==> src/rtl/dmg_lcd_capture_if.sv <==
// LCD stream / framebuffer write bundle for dmg_lcd_capture.
// master = stream source and RAM side, slave = the capture block.
interface dmg_lcd_capture_if;
  logic        lcd_vsync;
  logic        lcd_hsync;
  logic        lcd_pixel;
  logic [1:0]  lcd_color;
  logic [12:0] fb_addr;
  logic [7:0]  fb_data;
  logic        fb_write;
  logic        fb_bank;
  logic        frame_done;
  logic        err_long;
  logic        err_short;
  logic        err_extra;
  logic        err_clr;

  modport master (
    output lcd_vsync, lcd_hsync, lcd_pixel, lcd_color, err_clr,
    input  fb_addr, fb_data, fb_write, fb_bank, frame_done,
    input  err_long, err_short, err_extra
  );

  modport slave (
    input  lcd_vsync, lcd_hsync, lcd_pixel, lcd_color, err_clr,
    output fb_addr, fb_data, fb_write, fb_bank, frame_done,
    output err_long, err_short, err_extra
  );
endinterface

==> src/rtl/dmg_lcd_capture.sv <==
// DMG LCD capture: packs the 2-bpp PPU stream into a 160x144 framebuffer.
// Define DMG_LCD_DBUF_EN for a double-buffered store with a toggling fb_bank.
module dmg_lcd_capture #(
  parameter int H_PIXELS = 160,
  parameter int V_LINES  = 144
) (
  input  logic             clk,
  input  logic             rst,
  dmg_lcd_capture_if.slave bus
);
  localparam int XW = $clog2(H_PIXELS + 1);
  localparam int YW = $clog2(V_LINES + 1);
  localparam logic [XW-1:0] XMAX  = XW'(H_PIXELS);
  localparam logic [YW-1:0] YLAST = YW'(V_LINES - 1);
  localparam logic [12:0]   BPL   = 13'(H_PIXELS / 4);

  typedef enum logic [1:0] {
    WAIT_FRAME,
    ACTIVE,
    FRAME_END
  } state_e;

  state_e      state_q, state_d;
  logic [XW-1:0] x_q, x_d;
  logic [YW-1:0] y_q, y_d;
  logic [1:0]  ph_q, ph_d;
  logic [5:0]  sh_q, sh_d;
  logic [12:0] base_q, base_d;
  logic [12:0] addr_q, addr_d;
  logic [7:0]  data_q, data_d;
  logic        wr_q, wr_d;
  logic        done_q, done_d;
  logic        vs_q, hs_q;
  logic        long_q, short_q, extra_q;
  logic        set_long, set_short, set_extra;
  logic        vs_edge, hs_edge;

  assign vs_edge = bus.lcd_vsync & ~vs_q;
  assign hs_edge = bus.lcd_hsync & ~hs_q;

  always_comb begin
    state_d   = state_q;
    x_d       = x_q;
    y_d       = y_q;
    ph_d      = ph_q;
    sh_d      = sh_q;
    base_d    = base_q;
    addr_d    = addr_q;
    data_d    = data_q;
    wr_d      = 1'b0;
    done_d    = 1'b0;
    set_long  = 1'b0;
    set_short = 1'b0;
    set_extra = 1'b0;

    // a pixel beside a vsync edge belongs to the new frame, handled below
    if (bus.lcd_pixel && !vs_edge) begin
      unique case (state_q)
        ACTIVE: begin
          if (x_q < XMAX) begin
            x_d  = x_q + XW'(1);
            ph_d = ph_q + 2'd1;
            sh_d = {sh_q[3:0], bus.lcd_color};
            if (ph_q == 2'd3) begin
              wr_d   = 1'b1;
              addr_d = base_q + 13'(x_q >> 2);
              data_d = {sh_q, bus.lcd_color};
            end
          end else begin
            set_long = 1'b1;
          end
        end
        FRAME_END: set_extra = 1'b1;
        default: ;
      endcase
    end

    if (hs_edge && state_q == ACTIVE) begin
      if (ph_d != 2'd0) begin
        wr_d      = 1'b1;
        addr_d    = base_q + 13'(x_d >> 2);
        set_short = 1'b1;
        unique case (ph_d)
          2'd1:    data_d = {sh_d[1:0], 6'd0};
          2'd2:    data_d = {sh_d[3:0], 4'd0};
          default: data_d = {sh_d, 2'd0};
        endcase
      end
      if (x_d < XMAX) set_short = 1'b1;
      x_d    = '0;
      ph_d   = '0;
      y_d    = y_q + YW'(1);
      base_d = base_q + BPL;
      if (y_q == YLAST) begin
        done_d  = 1'b1;
        state_d = FRAME_END;
      end
    end

    if (vs_edge) begin
      state_d = ACTIVE;
      x_d     = '0;
      y_d     = '0;
      ph_d    = '0;
      base_d  = '0;
      if (bus.lcd_pixel) begin
        x_d  = XW'(1);
        ph_d = 2'd1;
        sh_d = {4'd0, bus.lcd_color};
      end
    end
  end

  always_ff @(posedge clk or negedge rst) begin
    if (!rst) begin
      state_q <= WAIT_FRAME;
      x_q     <= '0;
      y_q     <= '0;
      ph_q    <= '0;
      sh_q    <= '0;
      base_q  <= '0;
      addr_q  <= '0;
      data_q  <= '0;
      wr_q    <= 1'b0;
      done_q  <= 1'b0;
      vs_q    <= 1'b0;
      hs_q    <= 1'b0;
      long_q  <= 1'b0;
      short_q <= 1'b0;
      extra_q <= 1'b0;
    end else begin
      state_q <= state_d;
      x_q     <= x_d;
      y_q     <= y_d;
      ph_q    <= ph_d;
      sh_q    <= sh_d;
      base_q  <= base_d;
      addr_q  <= addr_d;
      data_q  <= data_d;
      wr_q    <= wr_d;
      done_q  <= done_d;
      vs_q    <= bus.lcd_vsync;
      hs_q    <= bus.lcd_hsync;
      long_q  <= (long_q & ~bus.err_clr) | set_long;
      short_q <= (short_q & ~bus.err_clr) | set_short;
      extra_q <= (extra_q & ~bus.err_clr) | set_extra;
    end
  end

`ifdef DMG_LCD_DBUF_EN
  logic bank_q;
  logic fin_q;

  // flip only on the vsync that follows a completed frame
  always_ff @(posedge clk or negedge rst) begin
    if (!rst) begin
      bank_q <= 1'b0;
      fin_q  <= 1'b0;
    end else if (vs_edge) begin
      bank_q <= bank_q ^ (fin_q | done_d);
      fin_q  <= 1'b0;
    end else if (done_d) begin
      fin_q  <= 1'b1;
    end
  end

  assign bus.fb_bank = bank_q;
`else
  assign bus.fb_bank = 1'b0;
`endif

  assign bus.fb_addr    = addr_q;
  assign bus.fb_data    = data_q;
  assign bus.fb_write   = wr_q;
  assign bus.frame_done = done_q;
  assign bus.err_long   = long_q;
  assign bus.err_short  = short_q;
  assign bus.err_extra  = extra_q;
endmodule

==> src/flat_wrapper.sv <==
// flat-port wrapper written by rule: the top's interface ports become plain ports
module dmg_lcd_capture_flat 
#(
  parameter int H_PIXELS = 160,
  parameter int V_LINES  = 144
)
  (clk, rst, bus_lcd_vsync, bus_lcd_hsync, bus_lcd_pixel, bus_lcd_color, bus_err_clr, bus_fb_addr, bus_fb_data, bus_fb_write, bus_fb_bank, bus_frame_done, bus_err_long, bus_err_short, bus_err_extra);
  dmg_lcd_capture_if bus_i ();
  input  logic clk;
  input  logic rst;
  input wire logic [$bits(bus_i.lcd_vsync)-1:0] bus_lcd_vsync;
  input wire logic [$bits(bus_i.lcd_hsync)-1:0] bus_lcd_hsync;
  input wire logic [$bits(bus_i.lcd_pixel)-1:0] bus_lcd_pixel;
  input wire logic [$bits(bus_i.lcd_color)-1:0] bus_lcd_color;
  input wire logic [$bits(bus_i.err_clr)-1:0] bus_err_clr;
  output wire logic [$bits(bus_i.fb_addr)-1:0] bus_fb_addr;
  output wire logic [$bits(bus_i.fb_data)-1:0] bus_fb_data;
  output wire logic [$bits(bus_i.fb_write)-1:0] bus_fb_write;
  output wire logic [$bits(bus_i.fb_bank)-1:0] bus_fb_bank;
  output wire logic [$bits(bus_i.frame_done)-1:0] bus_frame_done;
  output wire logic [$bits(bus_i.err_long)-1:0] bus_err_long;
  output wire logic [$bits(bus_i.err_short)-1:0] bus_err_short;
  output wire logic [$bits(bus_i.err_extra)-1:0] bus_err_extra;
  assign bus_i.lcd_vsync = bus_lcd_vsync;
  assign bus_i.lcd_hsync = bus_lcd_hsync;
  assign bus_i.lcd_pixel = bus_lcd_pixel;
  assign bus_i.lcd_color = bus_lcd_color;
  assign bus_i.err_clr = bus_err_clr;
  assign bus_fb_addr = bus_i.fb_addr;
  assign bus_fb_data = bus_i.fb_data;
  assign bus_fb_write = bus_i.fb_write;
  assign bus_fb_bank = bus_i.fb_bank;
  assign bus_frame_done = bus_i.frame_done;
  assign bus_err_long = bus_i.err_long;
  assign bus_err_short = bus_i.err_short;
  assign bus_err_extra = bus_i.err_extra;
  dmg_lcd_capture #(.H_PIXELS(H_PIXELS), .V_LINES(V_LINES)) u_core (.clk(clk), .rst(rst), .bus(bus_i));
endmodule
==> config.mk <==
export PLATFORM = sky130hd
export DESIGN_NAME = dmg_lcd_capture_flat
export DESIGN_NICKNAME = d
export VERILOG_FILES = /design/src/rtl/dmg_lcd_capture_if.sv /design/src/rtl/dmg_lcd_capture.sv /design/src/flat_wrapper.sv
export SDC_FILE = /design/constraint.sdc
export NUM_CORES = 1
export LEC_CHECK = 0
export ABC_AREA = 1
export CELL_PAD_IN_SITES_DETAIL_PLACEMENT = 1
export CELL_PAD_IN_SITES_GLOBAL_PLACEMENT = 1
export CORE_MARGIN = 5
export CORE_UTILIZATION = 46
export DETAILED_ROUTE_END_ITERATION = 10
export HOLD_SLACK_MARGIN = 0.12
export PLACE_DENSITY_LB_ADDON = 0.05
export RECOVER_POWER = 25
export SKIP_LAST_GASP = 1
export SLEW_MARGIN = 40
export SYNTH_ARGS = -nofsm -noshare
export SYNTH_HDL_FRONTEND = slang
export SYNTH_SLANG_ARGS = --single-unit
export TNS_END_PERCENT = 50
==> constraint.sdc <==
create_clock -name clk -period 3.7 [get_ports clk]
set_clock_uncertainty 0.05 [all_clocks]
set_input_delay 0.555 -clock clk [delete_from_list [all_inputs] [get_ports clk]]
set_output_delay 0.555 -clock clk [all_outputs]
set_load 0.02 [all_outputs]
==> metrics.txt, run 1 <==
global-route wire length before repair 17,700 um; Crit. End Element flop; initial antenna violation count 0; critical path launch point type primary input; Setup Crit Path Kind in2reg; number of rows created at floorplan 33; post-DR wirelength/cell 16.3 um; worst setup slack after layout 639 ps; time the worst path needs with I/O delays and setup 3060 ps; Final setup violation count 0; clock transition at the registers of the reported paths 70 ps; Crit path required time 3920 ps; post-placement setup slack 404 ps; Clock Tree Root sky130_fd_sc_hd__clkbuf_8; Fmax 0.327 GHz; largest voltage drop on the vdd net 0.183 mV; share of the synthesized area in the top cell type 42.5%; Hold WC Path Type reg2reg; register-to-register path setup slack 910 ps; fraction of the cycle the final worst path needs 82.7%; final total negative setup slack 0 ps; switching power 770 uW; TritonRoute pass-1 iters 4; initial core utilization 46.6%; Max Slew Vio Count 0; number of diodes 0; Yosys cell types 42; cell total after placement 614; TritonCTS Sinks 64; switching share of power 35.2%; average footprint of a synthesized cell 7.76 um2; Core Region 8090 um2; power share of the sequential group 41.3%; Clk network pwr share 27.5%; Ports 35; Final ANT Viol Nets 0; post-detailed-placement half-perimeter wirelength 7780 um; Non-Filler Instances 631; outcome finished, final reports clean; largest net degree at the start of global routing 47; Combinational Power Share 31.1%; share of synthesized registers carrying an async set or reset 100%; setup repair after global routing missed its margin false; RePlAce Congestion 0.835; post-layout total power 2.19 mW; cell area after technology mapping 3770 um2; peak fanout along the critical path 16; hold violation total from the final report 0; drt total wl 10,300 um; max-cap violation count 0; dominant cell type by area after synthesis sky130_fd_sc_hd__dfrtp_1; synthesized netlist cell count 486; GRT Residual Overflow 0; die boundary height 101 um; area growth from synthesis to layout 15.1%; transition at the pin with the smallest max-transition slack 1170 ps; Die Footprint 10,100 um2; DRC violations left 0; clock latency on the worst-skew pair 340 ps; Internal Pwr Total 1.42 mW; global-route usage over all layers 22.2%; drt initial violations 122; CTS resizes 0; number of enable flip-flop cells after synthesis 0; flip-flop and latch count after synthesis 64; sequential-to-total area share from yosys stat 42.5%; data arrival time of the critical path 3280 ps; clock buffer count from CTS 9; total of warnings raised by yosys 0; via count 3,355; Die W 101 um; Pleak 2.12 nW; CTS tree done; via count of the first global-routing pass 3,561; worst-case headroom to the max-slew limit 21.9%; main flop type after synthesis sky130_fd_sc_hd__dfrtp_1; Port Buf Inserts 33; ratio of routed vias to standard cells 5.32; number of nets in the layout 543; top cells by area in the synthesized netlist sky130_fd_sc_hd__dfrtp_1, sky130_fd_sc_hd__nand2_1, sky130_fd_sc_hd__nand3_1; number of H-tree levels 3; utilization after layout 53.6%; power per cell area 504 nW/um2; buffer depth of the longest clock path 2; proportion of layout cells with a drive suffix above 1 7.22%
## cells in the mapped netlist (all sizes together) (3+ instances only)
library cell / count
o211ai: 3
buf: 13
nand3: 48
nand2: 112
a31oi: 5
o22ai: 3
a211oi: 3
o21ai: 29
inv: 63
nor2: 52
ha: 14
xor2: 6
a21oi: 34
nor3: 13
nand4: 8
dfrtp: 64
## worst max-delay path, cell delays in order
cell and delay, ps:
sky130_fd_sc_hd__dlygate4sd3_1 600, sky130_fd_sc_hd__nand2_4 200, sky130_fd_sc_hd__nand2_4 100, sky130_fd_sc_hd__nor2_8 220, sky130_fd_sc_hd__nand2_4 190, sky130_fd_sc_hd__inv_1 190, sky130_fd_sc_hd__or2_2 140, sky130_fd_sc_hd__o21ai_2 80
sky130_fd_sc_hd__ha_1 240, sky130_fd_sc_hd__nor2_4 140, sky130_fd_sc_hd__inv_2 160, sky130_fd_sc_hd__nor3_1 250, sky130_fd_sc_hd__nand3_1 110, sky130_fd_sc_hd__nand3_1 100
## final cells by class
cell class                 instances  area, um2
inverter                          64        245
clock buffer                       9        124
timing repair buffer              38        362
multi-input combinational        344       1810
tap                              105        131
fill                            1015       3750
clock inverter                     7       72.6
sequential                        64       1600
## what timing repair did
action,CTS,global route
hold buffers,1,0
hold endpoints to repair,11,0
buffers inserted,0,0
## path summary, 6_finish.rpt
check,cells after the start,startpoint,end
worst min-delay path,1,u_core.y_q[3],u_core.y_q[3]
worst max register to register,11,u_core.x_q[6],u_core.bus.fb_data[5]
worst min register to register,1,u_core.y_q[3],u_core.y_q[3]
min in group asynchronous,2,rst,u_core.bus.fb_addr[11]
max in group asynchronous,3,rst,u_core.bus.fb_addr[3]
worst max-delay path,14,bus_lcd_vsync,u_core.bus.fb_data[5]
## power by group through the flow
stage | clock, mW | sequential (mW) | combinational (mW)
final | 0.603 | 0.904 | 0.681
after global routing | 0.653 | 0.925 | 0.744
after CTS | 0.616 | 0.907 | 0.692
after detailed placement | 0 | 0.919 | 0.688
after global placement | 0 | 0.915 | 0.675
after floorplan | 0 | 1.01 | 0.304
## per-stage QoR
step           hold slack (ps)  cell area, um2
2_1_floorplan              209            3770
3_3_place_gp               428            4150
3_5_place_dp               428            4150
4_1_cts                    453            4360
5_1_grt                    467            4340
6_report                   445            4340
## state kept, by name, indices dropped and copies added (netlist names)
signal	cells
u_core.bus.fb_write	1
u_core.state_q	2
u_core.y_q	8
u_core.bus.frame_done	1
u_core.ph_q	2
u_core.base_q	10
u_core.sh_q	6
u_core.bus.fb_data	8
u_core.x_q	8
u_core.vs_q	1
u_core.bus.fb_addr	13
u_core.bus.err_short	1
u_core.hs_q	1
u_core.bus.err_extra	1
u_core.bus.err_long	1
## kinds of logic after synthesis
group / after synthesis / synth area share (%)
flops: 64 / 42.5
simple gates: 237 / 28.7
fa+ha+maj: 14 / 4.65
compound gates: 83 / 12.5
buf+inv: 79 / 9.49
other cells: 1 / 0.0994
xor+xnor: 8 / 2.06
## placed cells by master (no fill, tap or decap), drive strengths merged
cell type,synthesis,layout
a31oi,5,5
clkinv,1,5
clkinvlp,0,2
buf,13,3
nand4,8,8
nand3,48,48
o21a,1,1
clkbuf,2,11
a21oi,34,34
a21boi,1,1
o21ai,29,29
ha,14,14
clkdlybuf4s50,0,27
nand2,112,112
dlygate4sd3,0,6
nor2,52,52
or2,1,1
xnor2,2,2
o21bai,2,2
a32o,2,2
bufinv,0,1
xor2,6,6
dfrtp,64,64
nor4,1,1
and2,1,1
nor3,13,13
nand3b,1,1
a211oi,3,3
conb,1,2
o211ai,3,3
o22ai,3,3
inv,63,63
## metal layers
layer	track usage (%)	share of wire [%]	vias to the layer above	wire length [um]
li1	-	-	1661	-
met1	29.4	46	1635	4760
met2	36.6	49	53	5040
met3	4.36	3.6	6	371
met4	7.15	1.0	0	105
met5	0	0	-	0
Note: power is estimated with default switching activity, not from simulation.
==> run 2, diff against run 1 <==
Settings changed: CORE_UTILIZATION 46 to 43.
Clock period 3.7 ns to 3.1 ns, I/O delays scaled along.
==> run 2 against run 1 <==
Against the previous run:
- the run now ends with capacitance limit, slew limit left
- critical path depth shrank 1
- sequential share of layout area shrank 0.43 points
- global-route usage shrank 2.0 points
- critical path type unchanged
- setup slack lost 310 ps
==> metrics.txt, run 2 (synthesized netlist as in run 1, its figures left out) <==
worst-case headroom to the max-slew limit -10.1%; cell chain of the critical path dlygate4sd3_1 > nand2_4 > nand2_4 > nor2_8 > nand2_4 > buf_4 > o21ai_2 > ha_1 > nor2_4 > inv_2 > o21ai_0 > a21oi_1 > nor2_1; drt initial violations 105; Hold Worst Slack 462 ps; launch instance of the worst register-to-register path u_core.x_q[0]; initial core utilization 43.7%; max-cap violation count 1; most frequent cells in the layout sky130_fd_sc_hd__nand2_1, sky130_fd_sc_hd__dfrtp_1, sky130_fd_sc_hd__inv_1, sky130_fd_sc_hd__nor2_1, sky130_fd_sc_hd__nand3_1; clock transition at the registers of the reported paths 70 ps; number of flip-flops in the largest register 13; power share of the sequential group 41.0%; TritonRoute pass-1 iters 4; die boundary height 104 um; final total negative setup slack 0 ps; Hold WC Path Type reg2reg; worst setup slack after layout 329 ps; hold violation total from the final report 0; Final setup violation count 0; post-placement setup slack 105 ps; utilization after layout 50.9%; most common library cell in the layout ignoring fill and taps sky130_fd_sc_hd__nand2_1; Non-Filler Instances 637; number of rows created at floorplan 34; fraction of the cycle the final worst path needs 89.4%; cell repeated most along the worst path sky130_fd_sc_hd__nand2_4; post-DR wirelength/cell 16.6 um; number of nets in the layout 546; Final ANT Viol Nets 0; Hold Crit Depth 1; via count of the first global-routing pass 3,650; via count 3,412; Crit path required time 3280 ps; switching share of power 35.4%; largest voltage drop on the vdd net 0.303 mV; Min-Delay Startpoint u_core.bus.err_long; Max Slew Vio Count 28; DRC violations left 0; Ports 35; time the worst path needs with I/O delays and setup 2770 ps; critical path launch point type primary input; Internal Pwr Total 1.70 mW; register-to-register path setup slack 520 ps; slowest stage cell, crit path sky130_fd_sc_hd__dlygate4sd3_1; CTS resizes 0; global-route wire length before repair 17,900 um; fill count 1,090; RePlAce Congestion 0.864; largest net degree at the start of global routing 38; cell total after placement 620; Pleak 2.12 nW; CTS tree done; hold path endpoint u_core.bus.err_long; global-route usage over all layers 20.2%; ratio of routed vias to standard cells 5.36; area growth from synthesis to layout 16.5%; number of diodes 0; Clk network pwr share 27.6%; clock latency on the worst-skew pair 350 ps; Crit. End Element flop; DP Area 4190 um2; number of H-tree levels 3; post-layout total power 2.63 mW; worst reg2reg path endpoint u_core.bus.fb_addr[11]; Clock Tree Root sky130_fd_sc_hd__clkbuf_8; data arrival time of the critical path 2950 ps; Port Buf Inserts 33; Setup Crit Path Kind in2reg; initial antenna violation count 0; switching power 933 uW; worst-case reg-to-reg path depth 15; GRT Residual Overflow 0; violated checks capacitance limit, slew limit; Core Region 8640 um2; buffer depth of the longest clock path 2; power per cell area 599 nW/um2; TritonCTS Sinks 64; transition at the pin with the smallest max-transition slack 1650 ps; Fmax 0.361 GHz; Die W 104 um; outcome finished, violations left; peak fanout along the critical path 16; setup repair after global routing missed its margin false; proportion of layout cells with a drive suffix above 1 8.51%; drt total wl 10,500 um; Combinational Power Share 31.4%; post-detailed-placement half-perimeter wirelength 7930 um; Die Footprint 10,700 um2; final cell area excluding filler cells 4390 um2; Critical Path Max Stage Delay 600 ps; clock buffer count from CTS 9
[run 2: layout make-up]
type	count	area, um2	share of cell area (%)
Clock buffer	9	124	2.82
Tap cell	108	135	3.08
Sequential cell	64	1600	36.5
Timing Repair Buffer	41	399	9.09
Clock inverter	7	72.6	1.65
Multi-Input combinational cell	344	1820	41.3
Inverter	64	245	5.58
[run 2: worst max-delay path: cells and delay by family]
kind	cells	cell delay (ps)
buffers and inverters	3	1060
AND/OR/NAND/NOR	6	640
AO/OA/AOI/OAI	3	520
adder cells (fa/ha/maj)	1	250
[run 2: power groups by stage]
stage	logic (mW)	clock network [mW]	registers, mW
floorplan	0.363	0	1.20
global placement	0.809	0	1.09
detailed placement	0.829	0	1.10
CTS	0.834	0.739	1.08
global route	0.912	0.781	1.10
finish	0.826	0.728	1.08
[run 2: worst max path at each step]
stage	start	endpoint	slack, ps	cells past startpoint
finish	bus_lcd_vsync	u_core.bus.fb_addr[8]	330	13
global route	bus_lcd_vsync	u_core.bus.fb_addr[8]	130	16
CTS	bus_lcd_vsync	u_core.bus.fb_addr[8]	470	13
detailed placement	bus_lcd_vsync	u_core.bus.fb_addr[8]	100	13
global placement	bus_lcd_vsync	u_core.bus.fb_addr[8]	240	16
floorplan	u_core.x_q[6]	u_core.bus.fb_addr[8]	930	11
[run 2: layer usage]
metal,vias up,track usage (%),wire length [um]
li1,1673,-,-
met1,1670,26.8,5020
met2,55,33.2,5070
met3,14,3.30,286
met4,0,7.12,171
met5,-,0,0
[run 2: timing repair]
item                      in CTS  in global routing
hold endpoints to repair       4                  0
setup buffers                  0                  0
hold buffers                   1                  0
